File: src/rtl/iteration_end_reporter.sv
// iteration_end_reporter: per-core drain tracker and iteration-end handshake.
// Raises this core's end flag after a quiet drain, then waits for the global ack.
module iteration_end_reporter #(
  parameter int OUTSTANDING_WIDTH = 16,
  parameter int ITER_WIDTH = 8,
  parameter int QUIET_CYCLES = 4
) (
  input  logic                  clk,
  input  logic                  rst,
  input  logic                  start,
  input  logic [ITER_WIDTH-1:0] max_iteration,
  input  logic                  issue_valid,
  input  logic                  retire_valid,
  input  logic                  src_empty,
  input  logic                  global_iteration_end,
  input  logic                  global_iteration_end_valid,
  output logic                  iteration_end,
  output logic                  iteration_end_valid,
  output logic [ITER_WIDTH-1:0] iteration_id,
  output logic                  iteration_start,
  output logic                  busy,
  output logic                  done,
  output logic                  err_count
);

  typedef enum logic [2:0] {
    S_IDLE,
    S_RUN,
    S_QUIET,
    S_WAIT,
    S_DONE
  } state_t;

  localparam logic [7:0] QUIET_LIMIT = 8'(QUIET_CYCLES);

  state_t                       state;
  state_t                       state_n;
  logic [OUTSTANDING_WIDTH-1:0] outstanding;
  logic [OUTSTANDING_WIDTH-1:0] outstanding_n;
  logic [7:0]                   quiet_cnt;
  logic [7:0]                   quiet_n;
  logic [ITER_WIDTH-1:0]        max_q;
  logic [ITER_WIDTH-1:0]        max_n;
  logic [ITER_WIDTH-1:0]        id_n;
  logic [ITER_WIDTH-1:0]        id_inc;
  logic                         start_n;
  logic                         err_n;
  logic                         active;
  logic                         drained;
  logic                         ack;
  logic                         inc;
  logic                         dec;
  logic                         run_n;

  assign active  = (state == S_RUN) || (state == S_QUIET)
                || (state == S_WAIT);
  assign drained = (outstanding == '0) && src_empty && !issue_valid;
  assign ack     = global_iteration_end_valid && global_iteration_end;
  assign id_inc  = iteration_id + ITER_WIDTH'(1);
  assign inc     = active && issue_valid && !retire_valid;
  assign dec     = active && retire_valid && !issue_valid;
  assign run_n   = (state_n == S_RUN) || (state_n == S_QUIET)
                || (state_n == S_WAIT);

  // In-flight counter: saturates at both ends and flags the attempt.
  always_comb begin
    outstanding_n = outstanding;
    err_n         = err_count;
    unique case (1'b1)
      inc: begin
        if (&outstanding) err_n = 1'b1;
        else outstanding_n = outstanding + 1'b1;
      end
      dec: begin
        if (outstanding == '0) err_n = 1'b1;
        else outstanding_n = outstanding - 1'b1;
      end
      default: ;
    endcase
  end

  // Iteration FSM: run, quiet-drain window, wait for the global ack.
  always_comb begin
    state_n = state;
    quiet_n = quiet_cnt;
    max_n   = max_q;
    id_n    = iteration_id;
    start_n = 1'b0;
    unique case (state)
      S_IDLE, S_DONE: begin
        if (start) begin
          max_n   = max_iteration;
          id_n    = '0;
          quiet_n = '0;
          start_n = 1'b1;
          state_n = S_RUN;
        end
      end
      S_RUN: begin
        if (drained) begin
          quiet_n = 8'd1;
          state_n = S_QUIET;
        end
      end
      S_QUIET: begin
        if (!drained) begin
          quiet_n = '0;
          state_n = S_RUN;
        end else if (quiet_cnt == QUIET_LIMIT) begin
          quiet_n = '0;
          state_n = S_WAIT;
        end else begin
          quiet_n = quiet_cnt + 8'd1;
        end
      end
      S_WAIT: begin
        if (issue_valid || !src_empty) begin
          state_n = S_RUN;
        end else if (ack) begin
          id_n = id_inc;
          if ((max_q != '0) && (id_inc == max_q)) begin
            state_n = S_DONE;
          end else begin
            start_n = 1'b1;
            state_n = S_RUN;
          end
        end
      end
      default: state_n = S_IDLE;
    endcase
  end

  // State and registered outputs, all derived from the next state.
  always_ff @(posedge clk) begin
    if (rst) begin
      state               <= S_IDLE;
      outstanding         <= '0;
      quiet_cnt           <= '0;
      max_q               <= '0;
      iteration_id        <= '0;
      iteration_start     <= 1'b0;
      iteration_end       <= 1'b0;
      iteration_end_valid <= 1'b0;
      busy                <= 1'b0;
      done                <= 1'b0;
      err_count           <= 1'b0;
    end else begin
      state               <= state_n;
      outstanding         <= outstanding_n;
      quiet_cnt           <= quiet_n;
      max_q               <= max_n;
      iteration_id        <= id_n;
      iteration_start     <= start_n;
      iteration_end       <= (state_n == S_WAIT);
      iteration_end_valid <= run_n;
      busy                <= run_n;
      done                <= (state_n == S_DONE);
      err_count           <= err_n;
    end
  end

endmodule

File: config.mk
export PLATFORM = sky130hd
export DESIGN_NAME = iteration_end_reporter
export DESIGN_NICKNAME = d
export VERILOG_FILES = /design/src/rtl/iteration_end_reporter.sv
export SDC_FILE = /design/constraint.sdc
export NUM_CORES = 1
export LEC_CHECK = 0
export ABC_AREA = 1
export BUFFER_PORTS_ARGS = -buffer_cell sky130_fd_sc_hd__buf_2
export CAP_MARGIN = 30
export CORE_MARGIN = 5
export CORE_UTILIZATION = 25
export DETAILED_ROUTE_END_ITERATION = 7
export PLACE_DENSITY_LB_ADDON = 0.2
export SETUP_SLACK_MARGIN = 0.15
export SYNTH_ARGS = -nofsm -noshare
export SYNTH_HDL_FRONTEND = slang
export SYNTH_SLANG_ARGS = --single-unit
File: constraint.sdc
create_clock -name clk -period 3.6 [get_ports clk]
set_input_delay 0.72 -clock clk [delete_from_list [all_inputs] [get_ports clk]]
set_output_delay 0.72 -clock clk [all_outputs]
set_load 0.01 [all_outputs]
==> summary.md, run 1 <==
- outcome: complete, no violations
- vias in the first global route: 3058
- count of hold buffers inserted by post-cts repair: 0
- final instance area: 3740 um^2
- syn_area_per_cell: 6.83 um^2
- Final Hold Vio Count: 0
- launching element type of the critical path: primary input
- routability cong.: 0.810
- most common cell after layout, fill and taps aside: sky130_fd_sc_hd__nand2_1
- layout cells sized above 1: 15.0%
- maximum clock path buffer count: 2
- destination of the worst register-to-register timing path: outstanding[15]$_SDFFE_PP0P_
- starting utilization of the core area: 25.8%
- post-route setup TNS: 0 ns
- Die ar.: 15500 um^2
- crit path capture: outstanding[15]$_SDFFE_PP0P_
- Remaining DRCs: 0
- wire length of the first global-routing pass: 14.4 mm
- count of routing violations after the opening detailed-route iteration: 175
- count of port buffers added during placement: 29
- skew final: 0.00932 ns
- critical path launch point: issue_valid
- highest ir drop seen on vdd: 0.191 mV
- CP Data Required Time: 3.81 ns
- Tmin final: 2.58 ns
- leakage component of the power: 1.59 nW
- row count: 41
- worst setup path class: in -> reg
- H-tree depth: 2
- relative area change from synthesis to final layout: 14.2%
- number of cells produced by synthesis: 480
- P per Cell Area: 372 nW/um^2
- worst slack, placed: 0.725 ns
- maximum number of pins on one net before global-route repair: 26
- detailed-route wire length: 8.50 mm
- commonest non-fill, non-tap cells in the layout: sky130_fd_sc_hd__nand2_1, sky130_fd_sc_hd__inv_1, sky130_fd_sc_hd__a21oi_1, sky130_fd_sc_hd__dfxtp_1, sky130_fd_sc_hd__nand3_1
- max-capacitance violation count: 0
- Chip Height: 125 um
- number of sinks on the clock net: 48
- Overflow after GRT: 0
- Antenna Violating Nets Remaining: 0
- Tightest Pin Transition: 0.804 ns
- maximum frequency from static timing analysis: 0.387 GHz
- average wire per standard cell: 12.5 um
- slack of the worst reg-to-reg path: 1.05 ns
- setup repair after global routing missed its margin: no
- global routing usage summed across all routing layers: 11.0%
- DRT Pass-1 Iters: 4
- number of buffers added by the clock tree synthesis step: 5
- Setup Fix Bufs, Post-CTS: 0
- type of the most critical hold path: reg -> reg
- Core Area: 12700 um^2
- Ys Warns: 0
- total via count after detailed routing: 3101
- Mapped Nets: 514
- horizontal extent of the die: 125 um
- proportion of synthesized chip area in sequential cells: 29.3%
- Root Buffer: sky130_fd_sc_hd__clkbuf_16
- CP max FO: 11
- r2r worst-path depth: 13
- # resized after CTS: 0
- clock-pin transition on the worst setup and hold timing paths: 0.07 ns
- synthesized area: 3280 um^2
- Setup Viol. Count Final: 0
- Final #Nets: 541
- number of antenna violations at the first check in global routing: 0
- number of synthesized register bits: 48
- post-DR vias/cell: 4.56
- post-route setup slack: 1.02 ns
- data arrival time of the critical path: 2.79 ns
- number of distinct library cell variants in the gate-level netlist after synthesis: 43
- cell area after placement: 3590 um^2
- final slew viol count: 0
- clock tree from TritonCTS: done
- post-detail-place hpwl: 6.54 mm
- type of destination of the critical path: register
- number of inserted diodes: 0
- worst rel slew slack: 46.4%
- clock latency of the later-clocked register in the worst-skew pair: 0.29 ns
- final worst path period share: 71.7%
- Top-Level Pins: 30
- startpoint of the worst register-to-register path: state[0]$_SDFF_PP0_
==> final cells by class <==
class | instances | area, um^2
Clock buffer | 6 | 139
Clock inverter | 2 | 15.0
Fill cell | 1454 | 8980
Inverter | 63 | 239
Multi-Input combinational cell | 357 | 2010
Sequential cell | 48 | 961
Tap cell | 172 | 215
Timing Repair Buffer | 32 | 168
==> logic make-up (layout without fill, tap and decap cells) <==
family	Yosys count	count (layout)	synth area share (%)
AOI/OAI and AO/OA	91	91	15.8
xor gates and xnor gates	13	13	3.47
adders and majority gates	18	18	7.10
buffers and inverters	75	103	9.43
DFF	48	48	29.3
and+or+nand+nor	235	235	34.8
==> metrics by stage <==
| step | total power [mW] | cells | hold WS (ns) | utilization, % |
|---|---|---|---|---|
| floorplan | 0.842 | 480 | 0.444 | - |
| global placement | 0.918 | 672 | 0.457 | 28.2 |
| detailed placement | 0.920 | 672 | 0.466 | 28.2 |
| CTS | 1.41 | 680 | 0.477 | 29.4 |
| global route | 1.48 | 680 | 0.489 | 29.4 |
| finish | 1.39 | 680 | 0.471 | 29.4 |
==> worst min path at each step <==
stage	startpoint	to	cells past startpoint
5_1_grt	quiet_cnt[7]$_SDFFE_PP0P_	quiet_cnt[7]$_SDFFE_PP0P_	2
3_5_place_dp	quiet_cnt[7]$_SDFFE_PP0P_	quiet_cnt[7]$_SDFFE_PP0P_	2
2_1_floorplan	quiet_cnt[7]$_SDFFE_PP0P_	quiet_cnt[7]$_SDFFE_PP0P_	2
3_3_place_gp	quiet_cnt[7]$_SDFFE_PP0P_	quiet_cnt[7]$_SDFFE_PP0P_	2
6_report	quiet_cnt[7]$_SDFFE_PP0P_	quiet_cnt[7]$_SDFFE_PP0P_	2
4_1_cts	quiet_cnt[7]$_SDFFE_PP0P_	quiet_cnt[7]$_SDFFE_PP0P_	2
==> synth_stat cells, drive strengths merged <==
cell type | count | area [um^2]
a211oi | 5 | 52.6
a21boi | 1 | 7.51
a21o | 1 | 7.51
a21oi | 48 | 240
a31o | 1 | 8.76
a31oi | 1 | 6.26
and3 | 1 | 6.26
buf | 7 | 51.3
clkbuf | 5 | 18.8
clkinv | 1 | 3.75
dfxtp | 48 | 961
fa | 1 | 20.0
ha | 17 | 213
inv | 62 | 235
nand2 | 102 | 395
nand3 | 48 | 250
nand3b | 3 | 22.5
nand4 | 17 | 106
nor2 | 54 | 279
nor3 | 7 | 57.6
nor3b | 1 | 12.5
o211ai | 1 | 7.51
o21a | 3 | 22.5
o21ai | 27 | 139
o21bai | 1 | 7.51
o31ai | 2 | 20.0
or2 | 2 | 12.5
xnor2 | 7 | 61.3
xor2 | 6 | 52.6
==> registers in the layout (all words and copies together), names as in the netlist <==
name	flops
busy	1
state	3
iteration_end	1
max_q	8
err_count	1
iteration_id	8
done	1
outstanding	16
iteration_start	1
quiet_cnt	8
==> power by group <==
part | switching (mW) | internal (mW) | total [mW]
combinational | 0.199 | 0.108 | 0.307
sequential | 0.0325 | 0.565 | 0.597
clock | 0.214 | 0.277 | 0.491
total | 0.445 | 0.950 | 1.39
==> critical path, stage by stage <==
cell,delay [ns]
sky130_fd_sc_hd__buf_2,0.14
sky130_fd_sc_hd__nor3_4,0.40
sky130_fd_sc_hd__buf_4,0.28
sky130_fd_sc_hd__ha_1,0.31
sky130_fd_sc_hd__a21oi_1,0.23
sky130_fd_sc_hd__o21ai_0,0.14
sky130_fd_sc_hd__a21oi_1,0.14
sky130_fd_sc_hd__nand2_1,0.11
sky130_fd_sc_hd__xnor2_1,0.15
sky130_fd_sc_hd__nand2_1,0.06
sky130_fd_sc_hd__a21oi_1,0.12
==> per-layer routing <==
metal | GRT usage, % | vias to the layer above | wire length [um]
li1 | - | 1649 | -
met1 | 13.4 | 1399 | 4100
met2 | 19.5 | 43 | 4020
met3 | 1.89 | 10 | 234
met4 | 3.42 | 0 | 145
met5 | 0 | - | 0
(Power assumes the default switching activity.)
==> inputs of run 2 (changes only) <==
--- a/config.mk
+++ b/config.mk
@@ -5,7 +5,7 @@
 export SDC_FILE = /design/constraint.sdc
 export NUM_CORES = 1
 export LEC_CHECK = 0
-export ABC_AREA = 1
+export ABC_AREA = 0
 export BUFFER_PORTS_ARGS = -buffer_cell sky130_fd_sc_hd__buf_2
 export CAP_MARGIN = 30
 export CORE_MARGIN = 5
==> constraint.sdc (replaced) <==
create_clock -name clk -period 2.2 [get_ports clk]
set_input_delay 0.44 -clock clk [delete_from_list [all_inputs] [get_ports clk]]
set_output_delay 0.44 -clock clk [all_outputs]
set_load 0.01 [all_outputs]
==> run 2 against run 1 <==
Effect of this change:
- the flow now finishes with violations (setup timing)
- critical path depth is 1 higher
- first-iteration DRC count fell by 0.57%
- clock power grew 85%
- area after synthesis decreased by 6.1%
- global-route usage increased by 1.2 points
- synthesized cell count down 17%
- die area fell by 5.7%
- design area increased by 19%
- critical endpoint is now outstanding[13]$_SDFFE_PP0P_
==> summary.md, run 2 <==
- Setup Viol. Count Final: 11
- leakage component of the power: 1.83 nW
- Slowest-stage cell, CP: sky130_fd_sc_hd__or3_4
- share of flip-flops with an asynchronous set or reset: 0%
- layout cells sized above 1: 36.0%
- count of routing violations after the opening detailed-route iteration: 174
- number of cells produced by synthesis: 398
- count of port buffers added during placement: 29
- clock-pin transition on the worst setup and hold timing paths: 0.07 ns
- synthesized area: 3080 um^2
- Internal Pwr Total: 1.60 mW
- horizontal extent of the die: 121 um
- Overflow after GRT: 0
- setup repair after global routing missed its margin: yes
- number of synthesized flops with an enable pin: 0
- destination of the worst register-to-register timing path: outstanding[13]$_SDFFE_PP0P_
- CP max FO: 6
- Synth area leader: sky130_fd_sc_hd__dfxtp_1
- maximum frequency from static timing analysis: 0.375 GHz
- violations in the final reports: setup timing
- starting utilization of the core area: 25.5%
- longest individual stage delay on the worst path: 0.41 ns
- proportion of synthesized chip area in sequential cells: 31.2%
- Root Buffer: sky130_fd_sc_hd__clkbuf_16
- highest ir drop seen on vdd: 0.245 mV
- slack of the worst reg-to-reg path: -0.47 ns
- H-tree depth: 2
- Synth Flop Type: sky130_fd_sc_hd__dfxtp_1
- number of inserted diodes: 0
- maximum clock path buffer count: 2
- top cells by area, synth: sky130_fd_sc_hd__dfxtp_1, sky130_fd_sc_hd__a21oi_1, sky130_fd_sc_hd__ha_1, sky130_fd_sc_hd__nor2_1, sky130_fd_sc_hd__nand2_1
- Tightest Pin Transition: 0.540 ns
- skew final: 0.00589 ns
- Fin Hold WS: 0.380 ns
- DRT Pass-1 Iters: 4
- global routing usage summed across all routing layers: 12.2%
- max-capacitance violation count: 0
- total via count after detailed routing: 3127
- worst setup path class: reg -> reg
- relative area change from synthesis to final layout: 44.8%
- placed instance count: 642
- row count: 40
- net load switching power: 571 uW
- Largest Register: outstanding
- power after layout: 2.17 mW
- number of distinct library cell variants in the gate-level netlist after synthesis: 59
- Core Area: 12100 um^2
- crit path capture: outstanding[13]$_SDFFE_PP0P_
- Top-Level Pins: 30
- average wire per standard cell: 13.3 um
- Final Hold Vio Count: 0
- final slew viol count: 0
- clock tree from TritonCTS: done
- Tmin final: 2.67 ns
- final worst path period share: 121%
- detailed-route wire length: 8.77 mm
- Chip Height: 121 um
- maximum number of pins on one net before global-route repair: 33
- r2r worst-path depth: 12
- worst slack, placed: -0.830 ns
- number of synthesized register bits: 48
- launching element type of the critical path: register
- post-DR vias/cell: 4.72
- cell area after placement: 3910 um^2
- filler-free cell count of the finished design: 662
- data arrival time of the critical path: 2.90 ns
- Mapped Nets: 432
- post-detail-place hpwl: 6.38 mm
- wire length of the first global-routing pass: 14.6 mm
- critical path launch point: state[1]$_SDFF_PP0_
- part of the power in the clock network: 41.7%
- switching power as a share of total power: 26.3%
- type of the most critical hold path: in -> reg
- final instance area: 4450 um^2
- Logic pwr share: 16.5%
- top cells by count, synth: sky130_fd_sc_hd__dfxtp_1, sky130_fd_sc_hd__a21oi_1, sky130_fd_sc_hd__nor2_1
- Final #Nets: 527
- Sequential Power Share: 41.8%
- commonest non-fill, non-tap cells in the layout: sky130_fd_sc_hd__buf_4, sky130_fd_sc_hd__a21oi_1, sky130_fd_sc_hd__dfxtp_1
- routability cong.: 0.816
- P per Cell Area: 488 nW/um^2
- Die ar.: 14600 um^2
- startpoint of the worst register-to-register path: state[1]$_SDFF_PP0_
- count of hold buffers inserted by post-cts repair: 0
- max reg flops: 16
- worst rel slew slack: 63.6%
- number of sinks on the clock net: 48
- vias in the first global route: 2981
- clock latency of the later-clocked register in the worst-skew pair: 0.29 ns
- number of buffers added by the clock tree synthesis step: 5
- Synth top area share: 31.2%
- number of antenna violations at the first check in global routing: 0
- critical-path cell list: nor2_2, or3_4, inv_8, ha_4, buf_4, a31o_2, or3_4, o211ai_1, buf_4, nand3b_1, o21bai_4, a21oi_2
- Remaining DRCs: 0
- type of destination of the critical path: register
- CP Data Required Time: 2.43 ns
- post-route setup slack: -0.469 ns
- most common cell after layout, fill and taps aside: sky130_fd_sc_hd__buf_4
- outcome: finished with violations
- syn_area_per_cell: 7.73 um^2
- Antenna Violating Nets Remaining: 0
- Ys Warns: 0
- most frequent cell after synthesis: sky130_fd_sc_hd__dfxtp_1
==> run 2: cell types whose count changed after synthesis, moves of 9 or more <==
cell / delta
sky130_fd_sc_hd__nand3_1: -32
sky130_fd_sc_hd__or3_1: +10
sky130_fd_sc_hd__inv_1: -44
sky130_fd_sc_hd__nand2_1: -58
sky130_fd_sc_hd__nor3_1: +9
==> run 2: metrics by stage <==
| step | TNS [ns] | utilization (%) |
|---|---|---|
| floorplan | -3.69 | - |
| global placement | -8.21 | 32.4 |
| detailed placement | -8.79 | 32.4 |
| CTS | -2.71 | 35.4 |
| global route | -4.86 | 36.9 |
| finish | -3.37 | 36.9 |
==> run 2: area by class of cell <==
type / instances / area [um^2]
Clock buffer: 5 / 125
Fill cell: 1258 / 7610
Clock inverter: 3 / 46.3
Tap cell: 168 / 210
Multi-Input combinational cell: 322 / 2300
Sequential cell: 48 / 975
Timing Repair Buffer: 106 / 748
Inverter: 10 / 46.3
==> run 2: cell families after synthesis <==
kind of cell | Yosys count | synth area share (%)
buf+inv | 28 | 4.15
mux | 5 | 1.63
xor+xnor | 15 | 4.51
simple gates | 178 | 30.0
flops | 48 | 31.2
fa+ha+maj | 18 | 7.56
compound gates | 106 | 20.9
==> run 2: layer usage <==
| metal | wire, um | global-route usage [%] | part of all wire (%) | vias up |
|---|---|---|---|---|
| li1 | - | - | - | 1629 |
| met1 | 4470 | 17.2 | 51 | 1446 |
| met2 | 3890 | 18.6 | 44 | 41 |
| met3 | 262 | 2.00 | 3.0 | 11 |
| met4 | 150 | 4.32 | 1.7 | 0 |
| met5 | 0 | 0 | 0 | - |
==> run 2: worst min path at each step <==
stage / depth (start not counted) / end / from / slack [ns]
5_1_grt: 3 / max_q[3]$_SDFFE_PP0P_ / max_iteration[3] / 0.38
3_3_place_gp: 2 / err_count$_SDFFE_PP0P_ / err_count$_SDFFE_PP0P_ / 0.45
6_report: 3 / max_q[3]$_SDFFE_PP0P_ / max_iteration[3] / 0.38
3_5_place_dp: 2 / err_count$_SDFFE_PP0P_ / err_count$_SDFFE_PP0P_ / 0.46
4_1_cts: 3 / max_q[2]$_SDFFE_PP0P_ / max_iteration[2] / 0.37
2_1_floorplan: 1 / quiet_cnt[7]$_SDFFE_PP0P_ / quiet_cnt[7]$_SDFFE_PP0P_ / 0.44
==> run 2: power by group through the flow <==
stage / registers [mW] / logic [mW] / clock network, mW
6_report: 0.908 / 0.358 / 0.907
5_1_grt: 0.911 / 0.400 / 0.961
3_5_place_dp: 0.927 / 0.320 / 0
3_3_place_gp: 0.927 / 0.319 / 0
4_1_cts: 0.908 / 0.337 / 0.937
2_1_floorplan: 0.926 / 0.196 / 0
==> run 2: repair_timing <==
item,in CTS,in global routing
resized for setup,34,28
setup endpoints to repair,29,26
buffers inserted,6,6
endpoints found under the hold margin,0,0
pin swaps,17,24
==> run 2: critical path: cells and delay by family, from the launching register on <==
kind	cells	cell delay, ns
flip-flops	1	0.35
buffers and inverters	3	0.39
adder cells (fa/ha/maj)	1	0.20
AO/OA/AOI/OAI	4	0.81
AND/OR/NAND/NOR	4	0.86
